<file path="config.mk">
export PLATFORM = sky130hd
export DESIGN_NAME = matrix_split_arb
export DESIGN_NICKNAME = d
export VERILOG_FILES = /design/src/rtl/matrix_split_arb.sv
export SDC_FILE = /design/constraint.sdc
export NUM_CORES = 1
export LEC_CHECK = 0
export BUFFER_PORTS_ARGS = -buffer_cell sky130_fd_sc_hd__buf_2
export CAP_MARGIN = 15
export CORE_ASPECT_RATIO = 0.6
export CORE_MARGIN = 4
export CORE_UTILIZATION = 50
export CTS_CLUSTER_DIAMETER = 60
export DETAILED_ROUTE_END_ITERATION = 8
export GPL_TIMING_DRIVEN = 0
export PLACE_DENSITY = 0.95
export SLEW_MARGIN = 25
export SYNTH_ARGS = -nofsm -noshare
export SYNTH_HDL_FRONTEND = slang
export SYNTH_SLANG_ARGS = --single-unit
</file>
<file path="constraint.sdc">
create_clock -name clk -period 10.25 [get_ports clk]
set_clock_uncertainty 0.15 [all_clocks]
set_input_delay 1.5375 -clock clk [delete_from_list [all_inputs] [get_ports clk]]
set_output_delay 1.5375 -clock clk [all_outputs]
set_load 0.01 [all_outputs]
</file>
<file path="src/rtl/matrix_split_arb.sv">
// matrix_split_arb
// Round-robin scheduler that shares one matrix split engine and its
// 6-bit per-bank read port between REQ requesters. A winning requester
// has its row/col counts checked and latched. The engine is started and
// the arbiter waits for it to finish. The winner then owns the bank read
// address until it releases.
//
// Optional feature: define SPLIT_ARB_WATCHDOG_EN to add a 14-bit watchdog
// that aborts a job stuck in WAIT_BUSY/WAIT_RDY after TIMEOUT cycles.
// Without the macro those states wait indefinitely.
module matrix_split_arb #(
  parameter int REQ     = 4,
  parameter int CNT     = 64,
  parameter int BIT     = $clog2(CNT),
  parameter int TIMEOUT = 8192
) (
  input  logic                     clk,
  input  logic                     rst,
  input  logic [REQ-1:0]           req_in,
  input  logic [REQ-1:0][BIT:0]    row_cnt_in,
  input  logic [REQ-1:0][BIT:0]    col_cnt_in,
  input  logic [REQ-1:0]           rel_in,
  input  logic [REQ-1:0][5:0]      addrb_in,
  output logic [REQ-1:0]           gnt_out,
  output logic [REQ-1:0]           done_out,
  output logic                     err_out,
  output logic                     split_start_out,
  output logic [BIT:0]             split_row_cnt_out,
  output logic [BIT:0]             split_col_cnt_out,
  input  logic                     split_rdy_in,
  output logic [5:0]               split_addrb_out
);

  localparam int PW = (REQ > 1) ? $clog2(REQ) : 1;
  localparam logic [BIT:0] CNT_MAX  = (BIT+1)'(CNT);
  localparam logic [13:0]  WD_LIMIT = 14'(TIMEOUT - 1);

  typedef enum logic [2:0] {
    IDLE      = 3'd0,
    START     = 3'd1,
    WAIT_BUSY = 3'd2,
    WAIT_RDY  = 3'd3,
    OWN       = 3'd4
  } state_t;

  state_t            state_q;
  logic [PW-1:0]     last_ptr_q;
  logic [PW-1:0]     owner_q;
  logic [REQ-1:0]    gnt_q;
  logic [REQ-1:0]    done_q;
  logic              err_q;
  logic              start_q;
  logic [BIT:0]      row_q;
  logic [BIT:0]      col_q;
  logic [5:0]        addrb_q;

  // Arbitration result for the current cycle.
  logic              win_found;
  logic [PW-1:0]     win_idx;
  logic [REQ-1:0]    win_onehot;
  logic [BIT:0]      win_row;
  logic [BIT:0]      win_col;
  logic              win_ok;

  // Round-robin search: start one past the last winner and wrap modulo REQ.
  always_comb begin
    int idx;
    win_found = 1'b0;
    win_idx   = '0;
    for (int i = 1; i <= REQ; i++) begin
      idx = int'(last_ptr_q) + i;
      if (idx >= REQ) begin
        idx = idx - REQ;
      end
      if (!win_found && req_in[idx]) begin
        win_found = 1'b1;
        win_idx   = PW'(idx);
      end
    end
  end

  // Count validation: both counts must be inside 1..CNT.
  always_comb begin
    win_onehot = REQ'(1) << win_idx;
    win_row    = row_cnt_in[win_idx];
    win_col    = col_cnt_in[win_idx];
    win_ok     = (win_row != '0) && (win_row <= CNT_MAX) &&
                 (win_col != '0) && (win_col <= CNT_MAX);
  end

`ifdef SPLIT_ARB_WATCHDOG_EN
  logic [13:0] wd_q;
`else
  // The limit only feeds the watchdog; keep it referenced in this build.
  logic unused_timeout;
  assign unused_timeout = ^WD_LIMIT;
`endif

  // Main scheduler FSM; every output is a register written here.
  always_ff @(posedge clk) begin
    if (rst) begin
      state_q    <= IDLE;
      last_ptr_q <= PW'(REQ - 1);
      owner_q    <= '0;
      gnt_q      <= '0;
      done_q     <= '0;
      err_q      <= 1'b0;
      start_q    <= 1'b0;
      row_q      <= '0;
      col_q      <= '0;
      addrb_q    <= '0;
`ifdef SPLIT_ARB_WATCHDOG_EN
      wd_q       <= '0;
`endif
    end else begin
      // Pulses default low; the read address is zero outside OWN.
      done_q  <= '0;
      err_q   <= 1'b0;
      start_q <= 1'b0;
      addrb_q <= '0;

      case (state_q)
        IDLE: begin
          if (win_found) begin
            if (!win_ok) begin
              // Reject: report to the winner, advance the pointer, stay idle.
              done_q     <= win_onehot;
              err_q      <= 1'b1;
              last_ptr_q <= win_idx;
            end else if (split_rdy_in) begin
              // Only start the engine once it reports idle (matters after
              // a reset that interrupted a running job).
              owner_q    <= win_idx;
              last_ptr_q <= win_idx;
              row_q      <= win_row;
              col_q      <= win_col;
              gnt_q      <= win_onehot;
              start_q    <= 1'b1;
              state_q    <= START;
            end
          end
        end

        START: begin
          state_q <= WAIT_BUSY;
`ifdef SPLIT_ARB_WATCHDOG_EN
          wd_q    <= '0;
`endif
        end

        WAIT_BUSY: begin
          if (!split_rdy_in) begin
            state_q <= WAIT_RDY;
          end
        end

        WAIT_RDY: begin
          if (split_rdy_in) begin
            state_q <= OWN;
            done_q  <= gnt_q;
            addrb_q <= addrb_in[owner_q];
          end
        end

        OWN: begin
          if (rel_in[owner_q]) begin
            state_q <= IDLE;
            gnt_q   <= '0;
          end else begin
            addrb_q <= addrb_in[owner_q];
          end
        end

        default: begin
          state_q <= IDLE;
          gnt_q   <= '0;
        end
      endcase

`ifdef SPLIT_ARB_WATCHDOG_EN
      // Watchdog overrides the normal wait transitions when it expires.
      if (state_q == WAIT_BUSY || state_q == WAIT_RDY) begin
        if (wd_q == WD_LIMIT) begin
          err_q   <= 1'b1;
          gnt_q   <= '0;
          done_q  <= '0;
          addrb_q <= '0;
          state_q <= IDLE;
        end else begin
          wd_q <= wd_q + 14'd1;
        end
      end
`endif
    end
  end

  assign gnt_out           = gnt_q;
  assign done_out          = done_q;
  assign err_out           = err_q;
  assign split_start_out   = start_q;
  assign split_row_cnt_out = row_q;
  assign split_col_cnt_out = col_q;
  assign split_addrb_out   = addrb_q;

endmodule

</file>
Word-level counts from Yosys, hierarchy flattened:

Index checks and enable logic that the tools add are counted.

* reduce and logical (&&, ||, !) cells: 19
* equality and inequality tests: 11
* order comparisons: 12
* bitwise operators: 4
* muxes and demuxes: 55
* $add $sub $neg: 8
* shift operators: 1

Operator list (number)
* $lt 32x4->1 const B: 4
* $mux 32: 4
* $bmux 7 s2: 2
* $mux 4: 7
* $mux 3: 6
* $mux 6: 3
* $mux 1: 15
* $pmux 3 s5: 1
* $le 7x7->1 const B: 2
* $mux 7: 2
* $ne 2x2->1 const B: 7
* $reduce_bool 7->1: 2
* $bmux 6 s2: 1
* $mux 2: 6
* $pmux 4 s3: 1
* $pmux 6 s2: 1
* $sub 3x3->4 const B: 3
* $bmux 1 s2: 5
* $ge 3x3->1 const B: 3
* $pmux 4 s2: 1
* $add 2x2->3 const B: 2
* $eq 3x2->1 const B: 2
* $logic_and 1x1->1: 6
* $lt 2x3->1 const B: 2
* other kinds (16): 22

* output and inout port bits: 30
* input port bits: 91
* register bits after elaboration: 37
* logic and storage cells: 120

Depth between registers and ports, before layout:

* depth after elaboration: 25
* gate-level depth with buffers: 12
* gate-level depth less buffers: 9

Worst setup path after synthesis:

OpenSTA, ideal clock, no wires.

* kind: input port to flip-flop
* start: in req_in[1]
* end: reg row_q[4], in the netlist split_row_cnt_out[4]
* data arrival time: 4044 ps
* buffers on the path: 2
* required time: 9984 ps
* slack: 5940 ps
* stages: 11
* library setup time: 116 ps
* cells stage by stage: or2_1 > and2_4 > buf_6 > nor3_4 > mux2i_1 > mux2i_1 > o41ai_4 > o2111ai_2 > buf_6 > o311a_1 > a41o_1

* longest elaborated chain between the ends: 20
* elaborated cells between the ends (all ways): 38
* classes of those cells: 2 x order compare; 24 x mux; 12 x reduce/logical

RTL lines
* from (decl): RTL line 19 `input logic [REQ-1:0] req_in,`
* $bmux 1 s2: RTL line 75 `if (!win_found && req_in[idx]) begin`
* $mux 1 (not written as such) (2 in series): RTL line 75
* $mux 1: RTL line 75
* $logic_not 1->1: RTL line 75
* $logic_and 1x1->1: RTL line 75
* $mux 1: RTL line 75
* $logic_not 1->1: RTL line 75
* $logic_and 1x1->1: RTL line 75
* [... 2 more ...]
* $logic_and 1x1->1: RTL line 75
* $mux 2: RTL line 75
* $bmux 7 s2: RTL line 85 `win_row = row_cnt_in[win_idx];`
* $mux 7 (not written as such): RTL line 85
* $le 7x7->1 or $reduce_bool 7->1 (tied branches): RTL line 87 `win_ok = (win_row != '0) && (win_row <= CNT_MAX) &&`
* $logic_and 1x1->1 (2 in series): RTL line 87
* $logic_and 1x1->1: RTL line 88 `(win_col != '0) && (win_col <= CNT_MAX);`
* $reduce_and 4->1 (no line)
* to (signal assigned): RTL line 135 `row_q <= win_row;`
* to (decl): RTL line 53 `logic [BIT:0] row_q;`

Parallel ways exist; a longest one is shown, timed or not. The select of a mux whose other input is x is not followed.
A chain may end at the register's enable or synchronous reset.

Worst setup path in the final report:

* start: in req_in[1]
* end: reg col_q[3], in the netlist split_col_cnt_out[3]

* longest elaborated chain between the ends: 20
* elaborated cells between the ends (all ways): 38
* classes of those cells: 2 x order compare; 24 x mux; 12 x reduce/logical

RTL lines
* $bmux 1 s2: RTL line 75
* $mux 1 (not written as such) (2 in series): RTL line 75
* $mux 1: RTL line 75
* $logic_not 1->1: RTL line 75
* $logic_and 1x1->1: RTL line 75
* $mux 1: RTL line 75
* $logic_not 1->1: RTL line 75
* $logic_and 1x1->1: RTL line 75
* [... 2 more ...]
* $logic_and 1x1->1: RTL line 75
* $mux 2: RTL line 75
* $bmux 7 s2: RTL line 85
* $mux 7 (not written as such): RTL line 85
* $le 7x7->1 or $reduce_bool 7->1 (tied branches): RTL line 87
* $logic_and 1x1->1 (2 in series): RTL line 87
* $logic_and 1x1->1: RTL line 88
* $reduce_and 4->1 (no line)
* to (signal assigned): RTL line 136 `col_q <= win_col;`
* to (decl): RTL line 54 `logic [BIT:0] col_q;`

Parallel ways exist; a longest one is shown, timed or not. The select of a mux whose other input is x is not followed.

==> summary.txt <==
Placed design
  • HPWL Detailed: 6.16 mm
  • Final GP Congestion: 0.909
  • IO Port Bufs: approximately 120

Clocking
  • Clock Pin Slew Worst Setup and Hold Paths: 0.07 ns
  • Clock root cell: clkbuf_8
  • H-tree depth: 2
  • Post-CTS setup buffers: 0
  • Post-CTS Resized: 0
  • TritonCTS Buffers: 5
  • CTS tree: yes
  • CTS max path bufs: 2
  • # clock sinks: 37
  • Latest clock arrival within the worst-skew pair: 0.30 ns
  • Hold Buf Count CTS: 0

Logic synthesis
  • Top FF cell, synth: dfxtp_1
  • Synth Cell Area: 0.00247 mm2
  • Largest area contributor in the netlist: dfxtp_1
  • Yosys top cell area share: 0.300
  • Yosys cell types: 52
  • Synth Area per Inst: 9.19 um2
  • Mapped Cells: between 200 and 300
  • Ys async rst share: 0
  • Post-synth EDFFs: 0
  • Ranking of synthesized cells by area: dfxtp_1, mux2i_1, mux4_2
  • Register area share after synthesis: 0.300
  • Register bit count reported by yosys: 37
  • YS warnings: 0
  • Synthesized Nets: 360

Timing
  • RSZ-0062 raised after global routing: no
  • Hold Violations, Final: 0
  • Final min period: 4.69 ns
  • Top achievable clock speed: 213 MHz
  • Tcrit/Tclk final: 0.457
  • Total Neg Setup Slack: 0 ns
  • Slew margin rel.: 0.389
  • Tightest hold margin: 0.314 ns
  • Slew Limit Fails: 0
  • Setup violators final: 0
  • Worst-Margin Slew: 0.907 ns

Pwr
  • Leak Pwr: 1.54 nW
  • Pwr dens: 173 mW/mm2
  • Combinational Power Share: 0.510
  • Cell internal pwr: 331 uW
  • Clock power share: 0.183
  • Sequential share of power: 0.308
  • Switching share of power: 0.410
  • Net Switching: 230 uW
  • Peak supply drop: 0.0722 mV

Critical path
  • Critical path type: in -> reg
  • CP Data Required Time: ~10 ns
  • Top Family by Delay on Critical Path: compound AO/OA/AOI/OAI gates
  • CP peak stage delay: ~0.5 ns
  • Crit. End Element: register
  • Crit path buffers/inverters: 3
  • Critical Path Source Type: input port
  • Cells along the critical path: buf_2 -> or2b_1 -> o22ai_1 -> a21oi_2 -> clkbuf_1 -> o21ai_0 -> a22oi_1 -> a31o_2 -> o2111ai_2 -> nor3_2 -> buf_6 -> mux2i_1
  • Crit-path slowest cell: clkbuf_1
  • Crit Path Max Fanout: 10
  • Worst Path Arrival: 4.76 ns

Routing
  • Routed wire length: about 7.8 mm
  • Via density: just under 6
  • DR WL/cell: 17.0 um
  • 1st-iter DRT viols: 279
  • Vias: around 2700
  • DRC: 0
  • Drt pass-1 iters: 5
  • Routed Antenna Nets: 0

Min path
  • Hold/Removal Path Class: reg -> reg

Global route
  • GR peak layer: met2
  • Largest net degree at the start of global routing: 13
  • Gr ovfl total: 0
  • Met3 GRT Util: 0.0702
  • GR Layer Usage met1: 0.352
  • Met2 GRT Util: 0.360
  • Initial antenna violation count: 0
  • Gr usage total: 0.244
  • First-pass GRT wire length: 12.3 mm
  • Vias in the first global route: between 2000 and 3000

Floorplanning
  • Cell Rows: 19
  • Initial Util: 0.528
  • Ports: 121
  • Die Height: 62.5 um
  • Chip width: 98.8 um
  • Core area: 0.00468 mm2
  • Die area: 0.00617 mm2

Final layout
  • Area grow syn2layout: 31.1%
  • Filler instances: roughly 400
  • ANT cells: 0
  • Footprint of the multi-input gates: 0.00155 mm2
  • Fin nets: approximately 490
  • Layout cells sized above 1: 0.422
  • Register area: 741 um2

Status
  • Status: finished clean

Job
  • Max cap viols: 0
[per-stage QoR]
step | setup WS, ns | cells | utilization | total power [mW] | cell area [um2]
5_1_grt | 5.34 | 459 | 0.692 | 0.591 | 3240
6_report | 5.56 | 459 | 0.692 | 0.560 | 3240
3_3_place_gp | 5.43 | 450 | 0.671 | 0.445 | 3140
3_5_place_dp | 5.33 | 451 | 0.674 | 0.455 | 3150
2_1_floorplan | 5.94 | 269 | - | 0.375 | 2470
4_1_cts | 5.60 | 459 | 0.692 | 0.557 | 3240
[cells in the mapped netlist, drive strengths merged, types with 2 or more instances]
cell    number
o311a        3
a32o         2
a21o         2
or3          2
inv         15
clkbuf      11
dfxtp       37
nand4        9
o21ai        8
nand3       12
mux2i       20
mux2         2
o211ai      13
mux4         7
a22o         4
o41ai        2
a211o        7
buf         12
nor4         2
o31ai       13
or2          4
nand2       12
a21oi        8
nor3b        5
nor3         3
a41o         3
nor2        16
nor2b        9
a32oi        4
a22oi        3
o31a         7
a31oi        3
[state kept, by name, summed over array words and instances (netlist names)]
register / count
split_row_cnt_out: 7
gnt_out: 4
owner_q: 2
err_out: 1
split_start_out: 1
last_ptr_q: 2
split_addrb_out: 6
state_q: 3
done_out: 4
split_col_cnt_out: 7
[layout by cell type, fill, tap and decap left out, types with 7 or more instances in the layout]
master    count
mux2i_1      19
o211ai_1     13
buf_2       124
o31ai_1      13
mux4_2        7
nor2_1       16
nand3_1      12
nor2b_1       8
nand2_1      12
a211o_1       7
dfxtp_1      37
inv_1        15
clkbuf_1     11
nand4_1       9
o21ai_0       8
[area by class of cell]
cell class,count,share of cell area
plain buffers,23,0.0425
clock buffers,5,0.0212
clock inverters,3,0.00541
inverters,15,0.0174
multi-input cells,194,0.477
flip-flops and latches,37,0.229
well taps,63,0.0243
repair buffers,119,0.184
[path summary, 6_finish.rpt]
check / startpoint / endpoint / slack, ns / depth (start not counted)
max: req_in[1] / split_col_cnt_out[3]$_SDFFE_PP0P_ / 5.56 / 12
min: split_col_cnt_out[4]$_SDFFE_PP0P_ / split_col_cnt_out[4]$_SDFFE_PP0P_ / 0.31 / 2
max reg2reg: last_ptr_q[0]$_SDFFE_PP1P_ / split_col_cnt_out[3]$_SDFFE_PP0P_ / 6.62 / 11
min reg2reg: split_col_cnt_out[4]$_SDFFE_PP0P_ / split_col_cnt_out[4]$_SDFFE_PP0P_ / 0.31 / 2
[per-layer routing]
layer / vias to the layer above / wire length (um)
met5: - / 0
met4: 0 / 76
met3: 9 / 764
met2: 148 / 3460
met1: 1275 / 3490
li1: 1295 / -
[cells by family (layout without fill, tap and decap cells)]
kind of cell / Yosys count / in the layout / synth area share
buffers and inverters: 38 / 165 / 0.0784
multiplexers: 29 / 29 / 0.155
AO/OA/AOI/OAI: 88 / 88 / 0.291
AND/OR/NAND/NOR: 77 / 77 / 0.175
flip-flops: 37 / 37 / 0.300
[power by group through the flow]
stage / sequential (mW) / clock, mW / combinational [mW]
floorplan: 0.181 / 0 / 0.194
global placement: 0.175 / 0 / 0.270
detailed placement: 0.175 / 0 / 0.279
CTS: 0.172 / 0.103 / 0.282
global route: 0.174 / 0.107 / 0.310
finish: 0.172 / 0.102 / 0.286
[worst min-delay path: stages (launching register included)]
cell and delay, ns:
dfxtp_1 0.31, nand2_1 0.05, mux2i_1 0.05
(Power assumes the default switching activity.)
